===== src/rtl/io_out_fifo_pkg.sv =====
// Shared helpers for the core output-port FIFO.
// Address width derivation keeps a 1-bit address for single-port configurations.
package io_out_fifo_pkg;

   function automatic int addr_width(input int n_ports);
      return (n_ports > 1) ? $clog2(n_ports) : 1;
   endfunction

endpackage


===== src/rtl/io_out_fifo_ram.sv =====
// Entry storage for io_out_fifo: register array, synchronous write, asynchronous read.
// Contents are not reset; the control logic masks the read port while empty.
module io_out_fifo_ram #(
   parameter  int WIDTH = 35,
   parameter  int DEPTH = 8,
   localparam int PW    = $clog2(DEPTH)
) (
   input  logic             clk,
   input  logic             i_we,
   input  logic [PW-1:0]    i_waddr,
   input  logic [WIDTH-1:0] i_wdata,
   input  logic [PW-1:0]    i_raddr,
   output logic [WIDTH-1:0] o_rdata
);

   logic [WIDTH-1:0] r_mem [DEPTH];

   always_ff @(posedge clk) begin
      if (i_we) begin
         r_mem[i_waddr] <= i_wdata;
      end
   end

   assign o_rdata = r_mem[i_raddr];

endmodule


===== src/rtl/io_out_fifo.sv =====
// Captures core OUT writes into a first-word-fall-through FIFO drained by valid/ready.
// Reports fill level and a sticky overflow flag for a dropped write.
module io_out_fifo
   import io_out_fifo_pkg::*;
#(
   parameter  int NUBITS = 32,
   parameter  int NUIOOU = 8,
   parameter  int FDEPTH = 8,
   localparam int AW     = addr_width(NUIOOU),
   localparam int PW     = $clog2(FDEPTH)
) (
   input  logic              clk,
   input  logic              rst,
   input  logic              out_en,
   input  logic [AW-1:0]     addr_out,
   input  logic [NUBITS-1:0] data_out,
   output logic              m_valid,
   input  logic              m_ready,
   output logic [AW-1:0]     m_addr,
   output logic [NUBITS-1:0] m_data,
   output logic [PW:0]       level,
   output logic              full,
   output logic              ovf,
   input  logic              ovf_clr
);

   localparam int         EW         = AW + NUBITS;
   localparam logic [PW:0] FULL_LEVEL = FDEPTH[PW:0];

   logic [PW-1:0] r_wr_ptr;
   logic [PW-1:0] r_rd_ptr;
   logic [PW:0]   r_level;
   logic          r_ovf;

   logic          w_push;
   logic          w_pop;
   logic          w_full;
   logic          w_valid;
   logic          w_drop;
   logic [AW-1:0] w_wr_addr;
   logic [EW-1:0] w_rdata;

   assign w_valid = (r_level != '0);
   assign w_full  = (r_level == FULL_LEVEL);
   assign w_pop   = w_valid & m_ready;
   // A pop in the same cycle frees a slot, so a full FIFO still accepts the write.
   assign w_push  = out_en & (~w_full | w_pop);
   assign w_drop  = out_en & w_full & ~w_pop;

   generate
      if (NUIOOU > 1) begin : g_addr
         assign w_wr_addr = addr_out;
      end else begin : g_addr_single
         assign w_wr_addr = '0;
      end
   endgenerate

   io_out_fifo_ram #(
      .WIDTH (EW),
      .DEPTH (FDEPTH)
   ) u_ram (
      .clk     (clk),
      .i_we    (w_push),
      .i_waddr (r_wr_ptr),
      .i_wdata ({w_wr_addr, data_out}),
      .i_raddr (r_rd_ptr),
      .o_rdata (w_rdata)
   );

   always_ff @(posedge clk or negedge rst) begin
      if (!rst) begin
         r_wr_ptr <= '0;
         r_rd_ptr <= '0;
         r_level  <= '0;
         r_ovf    <= 1'b0;
      end else begin
         if (w_push) begin
            r_wr_ptr <= r_wr_ptr + PW'(1);
         end
         if (w_pop) begin
            r_rd_ptr <= r_rd_ptr + PW'(1);
         end
         if (w_push && !w_pop) begin
            r_level <= r_level + (PW+1)'(1);
         end else if (!w_push && w_pop) begin
            r_level <= r_level - (PW+1)'(1);
         end
         // A fresh overflow outranks a clear in the same cycle.
         if (w_drop) begin
            r_ovf <= 1'b1;
         end else if (ovf_clr) begin
            r_ovf <= 1'b0;
         end
      end
   end

   assign m_valid          = w_valid;
   assign {m_addr, m_data} = w_valid ? w_rdata : '0;
   assign level            = r_level;
   assign full             = w_full;
   assign ovf              = r_ovf;

endmodule


===== config.mk =====
export PLATFORM = sky130hd
export DESIGN_NAME = io_out_fifo
export DESIGN_NICKNAME = d
export VERILOG_FILES = /design/src/rtl/io_out_fifo_pkg.sv /design/src/rtl/io_out_fifo_ram.sv /design/src/rtl/io_out_fifo.sv
export SDC_FILE = /design/constraint.sdc
export NUM_CORES = 1
export LEC_CHECK = 0
export BUFFER_PORTS_ARGS = -buffer_cell sky130_fd_sc_hd__buf_2
export CAP_MARGIN = 20
export CELL_PAD_IN_SITES_DETAIL_PLACEMENT = 1
export CELL_PAD_IN_SITES_GLOBAL_PLACEMENT = 1
export CORE_MARGIN = 4
export CORE_UTILIZATION = 46
export DETAILED_ROUTE_END_ITERATION = 7
export HOLD_SLACK_MARGIN = 0.12
export PLACE_DENSITY_LB_ADDON = 0.3
export SYNTH_ARGS = -nofsm -noshare
export SYNTH_HDL_FRONTEND = slang
export SYNTH_HIERARCHICAL = 1
export SYNTH_SLANG_ARGS = --single-unit
export TNS_END_PERCENT = 100

===== constraint.sdc =====
create_clock -name clk -period 11.75 [get_ports clk]
set_input_delay 2.35 -clock clk [delete_from_list [all_inputs] [get_ports clk]]
set_output_delay 2.35 -clock clk [all_outputs]
set_load 0.05 [all_outputs]

# --- After elaboration in Yosys (flattened, before gate mapping) ---
# Memory sizes are Yosys's and may differ from the RTL's.
# Cells that the tools add are included.
totals:
  regBits: 11
  ram_bits: 280
  inputBits: 40
  output_inout_bits: 42
  word_cells: 31
  mem_count: 1
op_classes:
  addsub: 4
  eq_ne: 1
  n_mux: 7
  bitwise_logic: 7
  reduce_logical: 7
memory_table:
  columns: ["memory", "depth", "width", "read_ports", "rd_ports_with_merged_regs", "write_ports", "line_no", "text"]
  rows:
  - ["u_ram.r_mem", 8, 35, 1, 0, 1, "io_out_fifo_ram.sv:16", "logic [WIDTH-1:0] r_mem [DEPTH];"]
op_table:
  columns: ["op", "n"]
  rows:
  - ["two-way mux 35 bit", 1]
  - ["two-way mux 4 bit", 2]
  - ["adder 3 x 1 -> 3 bit (second input constant)", 2]
  - ["adder 4 x 1 -> 4 bit (second input constant)", 1]
  - ["AND 1 bit", 4]
  - ["== test 4 bit (second input constant)", 1]
  - ["two-way mux 1 bit", 4]
  - ["nonzero test 2 bit", 2]
  - ["nonzero test 4 bit", 1]
  - ["subtractor 4 x 1 -> 4 bit (second input constant)", 1]
  - ["logical AND 1 bit", 2]
  - ["zero test 1 bit", 2]
  - ["NOT 1 bit", 2]
  - ["bitwise OR 1 bit", 1]

# --- Depth between registers and ports, before layout ---
logic_depth:
  ltp_word: 8
  ltp_mapped: 9
  ltp_nobuf: 9

# --- Cells and area by module ---
# Netlist, hierarchy kept.
by_module_without_submodules:
  columns: ["mod", "instances", "cells_each", "area_per_inst_um2", "seq_area_each_um2"]
  rows:
  - ["io_out_fifo_ram", 1, 418, 10835.4, 8408.1]
  - ["io_out_fifo", 1, 92, 889.6, 275.3]

# --- Worst setup path after synthesis ---
# OpenSTA, ideal clock, no wires.
synth_timing:
  path_type: "input to register"
  from: "input m_ready"
  to: "memory u_ram.r_mem[0][0] (enable)"
  setup_time_ns: 0.471
  arrival_ns: 5.000
  required_ns: 11.279
  setup_slack_ns: 6.279
  stages: 4
  path_buffers: 0
  path_cell_list: "o21ai_4 > inv_1 > nand2b_1 > nor3_1"
synth_via:
  elab_chain_len: 5
synth_lines:
  columns: ["item", "line_no", "text"]
  rows:
  - ["start, declared", "io_out_fifo.sv:18", "input logic m_ready,"]
  - ["AND 1 bit", "io_out_fifo.sv:45", "assign w_pop = w_valid & m_ready;"]
  - ["bitwise OR 1 bit", "io_out_fifo.sv:47", "assign w_push = out_en & (~w_full | w_pop);"]
  - ["AND 1 bit", "io_out_fifo.sv:47", null]
  - ["net w_push", "io_out_fifo.sv:35", "logic w_push;"]
  - ["two-way mux 1 bit", "io_out_fifo_ram.sv:19", "if (i_we) begin"]
  - ["two-way mux 1 bit (implied by the code)", "io_out_fifo_ram.sv:20", "r_mem[i_waddr] <= i_wdata;"]
  - ["end, declared", "io_out_fifo_ram.sv:16", null]
# The timed path passes the listed nets, and every way through them passes these cells.

# --- Worst setup path in the final report ---
layout_timing:
  from: "register r_rd_ptr[0]"
  to: "output m_data[23]"
layout_via:
  elab_chain_len: 2
layout_lines:
  columns: ["item", "line_no", "text"]
  rows:
  - ["start, declared", "io_out_fifo.sv:31", "logic [PW-1:0] r_rd_ptr;"]
  - ["start signal, assigned", "io_out_fifo.sv:81", "r_rd_ptr <= r_rd_ptr + PW'(1);"]
  - ["memory read (8 x 35 bit)", null, null]
  - ["net w_rdata[23]", "io_out_fifo.sv:41", "logic [EW-1:0] w_rdata;"]
  - ["two-way mux 35 bit", "io_out_fifo.sv:98", "assign {m_addr, m_data} = w_valid ? w_rdata : '0;"]
  - ["end, declared", "io_out_fifo.sv:20", "output logic [NUBITS-1:0] m_data,"]
# The timed path passes the listed nets, and every way through them passes these cells.

==> impl_summary.md <==
Timing
The final-report hold violation count came to 0. The minimum clock period after layout is 5.702 ns. The maximum clock skew at final layout is 0.03063 ns. The count of endpoints failing setup in the final report is 0. Setup repair after global routing left no endpoint under its margin. Timing would allow up to 175.4 MHz.

For the pin with the worst max-slew slack, the measured transition is 0.7281 ns. In this run the tightest slew margin relative to its limit is 0.5146. In the final timing run, aggregate negative setup slack is 0 ns.

On the final layout, the worst hold slack is 0.5006 ns. The max-slew violation count was 0. Dividing the final minimum period by the clock period gives 0.4853.

Global route
The layer with the highest usage after global routing is met2. The met2 capacity usage during global routing is 0.3078. The initial antenna violation count is 1.

The global-route wire length before repair is 37.53 mm. The routing usage on met3 is 0.02738. The overflow left after global routing is 0.

The number of global-route vias before repair came to 5999. The global routing usage summed across all routing layers is 0.1754. The met1 capacity usage during global routing is 0.2373. Entering global routing, the biggest net connects 51 pins.

Clock network
In this run, post-CTS repair resized a total of 0 instances. The maximum count of clock buffers along a single path is 3. In this run the number of H-tree levels came out at 1. For this design, the sink count on the clock tree is 291. TritonCTS built the clock tree. The clock slew at the register clock pins of the worst setup and hold paths is 0.07 ns. Counting the buffers created by CTS gives 30. The tree is rooted in a clkbuf_16. After clock tree synthesis, the setup repair step added 0 buffers. For the worst-skew pair, the clock arrives at the later sink with an insertion delay of 0.55 ns. After clock tree synthesis, the flow added hold-fix buffers numbering 0.

Run status
The flow ran to the end, and the final reports show no timing, DRC or antenna violations.

Synthesis
The synthesis-stage register bit count is 291. The mapped netlist covers 11720 sq um. The library cell occupying the most area in the post-synthesis netlist is edfxtp_1. Synthesis handed over a netlist of 510 instances. Averaged over all synthesized cells, the footprint is 22.99 sq um. Yosys attributes the largest share of cell area to edfxtp_1, mux4_1, mux2_2. The count of flip-flops with a built-in enable after synthesis is 280. The async set-or-reset flop fraction in the synthesized netlist is 0.03780.

The share of synthesized area in the top cell type comes to 0.7171. The register area share after synthesis is 0.7406. Among all flip-flop cells after synthesis, the most frequent one is edfxtp_1.

Counting distinct cell types in the post-synthesis netlist gives 31. Yosys printed 6 warnings. The post-synth net total is 556.

Setup path
The arrival time reported for the critical path endpoint is 3.35 ns. The peak per-stage delay on the critical path is 0.76 ns. Traced cell by cell, the critical path runs through buf_4 -> mux4_1 -> mux2_2 -> and2_1 -> buf_2. The element type at the critical path end is an output pin. The largest driver fanout on the critical path is 44.

The largest individual stage delay along the critical path comes from the cell dfrtp_4. Tracing the worst setup path back leads to its startpoint at r_rd_ptr[0]. The startpoint of the worst-slack reg-to-reg timing path is level[0]. STA classifies the critical path startpoint as a flop. The endpoint required time on the critical path is 9.40 ns. The critical path is of the reg2out type.

Floorplanning
The initial utilization of the core area, before any placement, comes to 0.4670. The number of core rows is 58. After floorplanning, the core was sized to cover 25110 sq um. The die area is 28110 sq um.

The overall die height is 167.7 um. In this run the count of I/O pins placed on the die edge is 82. In this run the horizontal extent of the chip is 167.7 um.

Power and ir drop
The peak ir drop on the vdd network is 0.2158 mV. The power density of the placed cells is 283.7 nW/um^2. The static leakage is 0.004719 uW.

Final layout
Relative to the synthesized area, the layout overhead comes to 16.49%. In the final design database the tool counted 655 nets. In the final layout, the share of cells above drive strength 1 is 0.3033. The filler cells instantiated in the layout total 2203.

Placed design
The number of buffers inserted by port buffering is 81. The congestion estimate from routability-driven global placement came to 0.6902. The HPWL after detailed placement is 13.05 mm.

Hold path
The worst min-delay path category is reg2reg. The origin of the worst min-delay path is r_wr_ptr[2].

Drt
The routed length per placed instance is 25.13 um. The first detailed-routing pass ran for 5 iterations. In the routed design, unresolved DRC markers number 0.

The count of nets left with antenna violations once routing finished came out at 0. Using the TritonRoute via totals, the vias-per-cell ratio works out to 5.624. The total wire length after detailed routing is 24.22 mm. The via count is 5422. For this block, the initial DRC count from the detailed router was 355.

Run
The tool flagged a number of max-cap violations equal to 0.
==> report_power, final <==
group / switching (uW) / internal [uW]
logic: 893 / 509
clock network: 387 / 678
registers: 97.9 / 1310
==> state kept, by name, summed over array words and instances (netlist names) <==
signal	cells
u_ram/r_mem	280
r_rd_ptr	3
r_wr_ptr	3
level	4
ovf	1
==> final timing paths <==
kind,slack (ns),endpoint,cells past startpoint
max in group asynchronous,9.84,r_rd_ptr[2],1
worst min register to register,0.50,r_wr_ptr[2],1
worst max register to register,8.58,level[3],8
min in group asynchronous,1.66,ovf,1
worst min-delay path,0.50,r_wr_ptr[2],1
worst max-delay path,6.05,m_data[23],5
==> stage by stage <==
step,utilization,worst slack [ns],instance area [sq um],power (uW),cells
after floorplan,-,6.279,11730,2497,510
after global placement,0.4980,6.640,12500,2803,906
after detailed placement,0.4980,6.591,12500,2843,906
after CTS,0.5431,5.980,13640,3922,962
after global routing,0.5439,5.921,13660,4062,963
final,0.5440,6.048,13660,3875,964
==> layer usage <==
| layer | wire length, um | part of all wire |
|---|---|---|
| met1 | 9985 | 0.41 |
| met2 | 12670 | 0.52 |
| met3 | 1167 | 0.048 |
| met4 | 382 | 0.016 |
| met5 | 13 | 0.00054 |
==> cells in the mapped netlist (2+ instances only) <==
library cell,number
nand2_1,4
mux4_1,70
o211ai_1,3
a21oi_1,2
nand2b_1,3
and2_1,35
nor3_1,3
mux2_2,36
edfxtp_1,280
ha_1,5
inv_1,4
dfrtp_1,11
nor2_1,6
buf_1,3
mux2_1,2
buf_6,11
clkbuf_1,11
xnor2_1,6
nand3_1,3
==> critical path, delay by kind of cell (launching register included) <==
family / cells / cell delay, ns
mux: 2 / 0.94
buf+inv: 2 / 0.90
flops: 1 / 0.76
simple gates: 1 / 0.16
==> final cells by class <==
type	count	area, sq um	share of cell area
sequential	291	8690	0.6362
clock inverter	23	349.1	0.02556
clock buffer	33	783.3	0.05735
inverter	4	15.01	0.001099
multi-input combinational	190	2905	0.2127
tap	330	412.9	0.03023
antenna	1	2.502	0.0001832
timing repair buffer	92	500.5	0.03664
==> logic make-up after synthesis <==
group                      count (synthesis)  synth area share
and+or+nand+nor                           60           0.03095
AOI/OAI and AO/OA                          9          0.006403
DFF                                      291            0.7406
buffers and inverters                     29           0.01633
muxes                                    109            0.1942
xor gates and xnor gates                   6          0.004482
adders and majority gates                  6          0.007043
==> placed cells by master, fill, tap and decap left out, types with 2 or more instances in the layout <==
master / n
clkbuf_16: 31
buf_4: 10
ha_1: 5
dfrtp_2: 2
nand2b_1: 3
xnor2_1: 6
buf_2: 81
mux2_2: 36
and2_1: 35
clkinvlp_4: 3
o211ai_1: 3
mux4_1: 70
clkinv_2: 4
bufinv_16: 9
inv_1: 4
clkbuf_1: 2
nand3_1: 3
edfxtp_1: 280
nor3_2: 2
mux2_1: 2
a21oi_1: 2
clkinv_1: 5
nor2_4: 6
dfrtp_1: 8
nand2_1: 4
(Power assumes the default switching activity.)
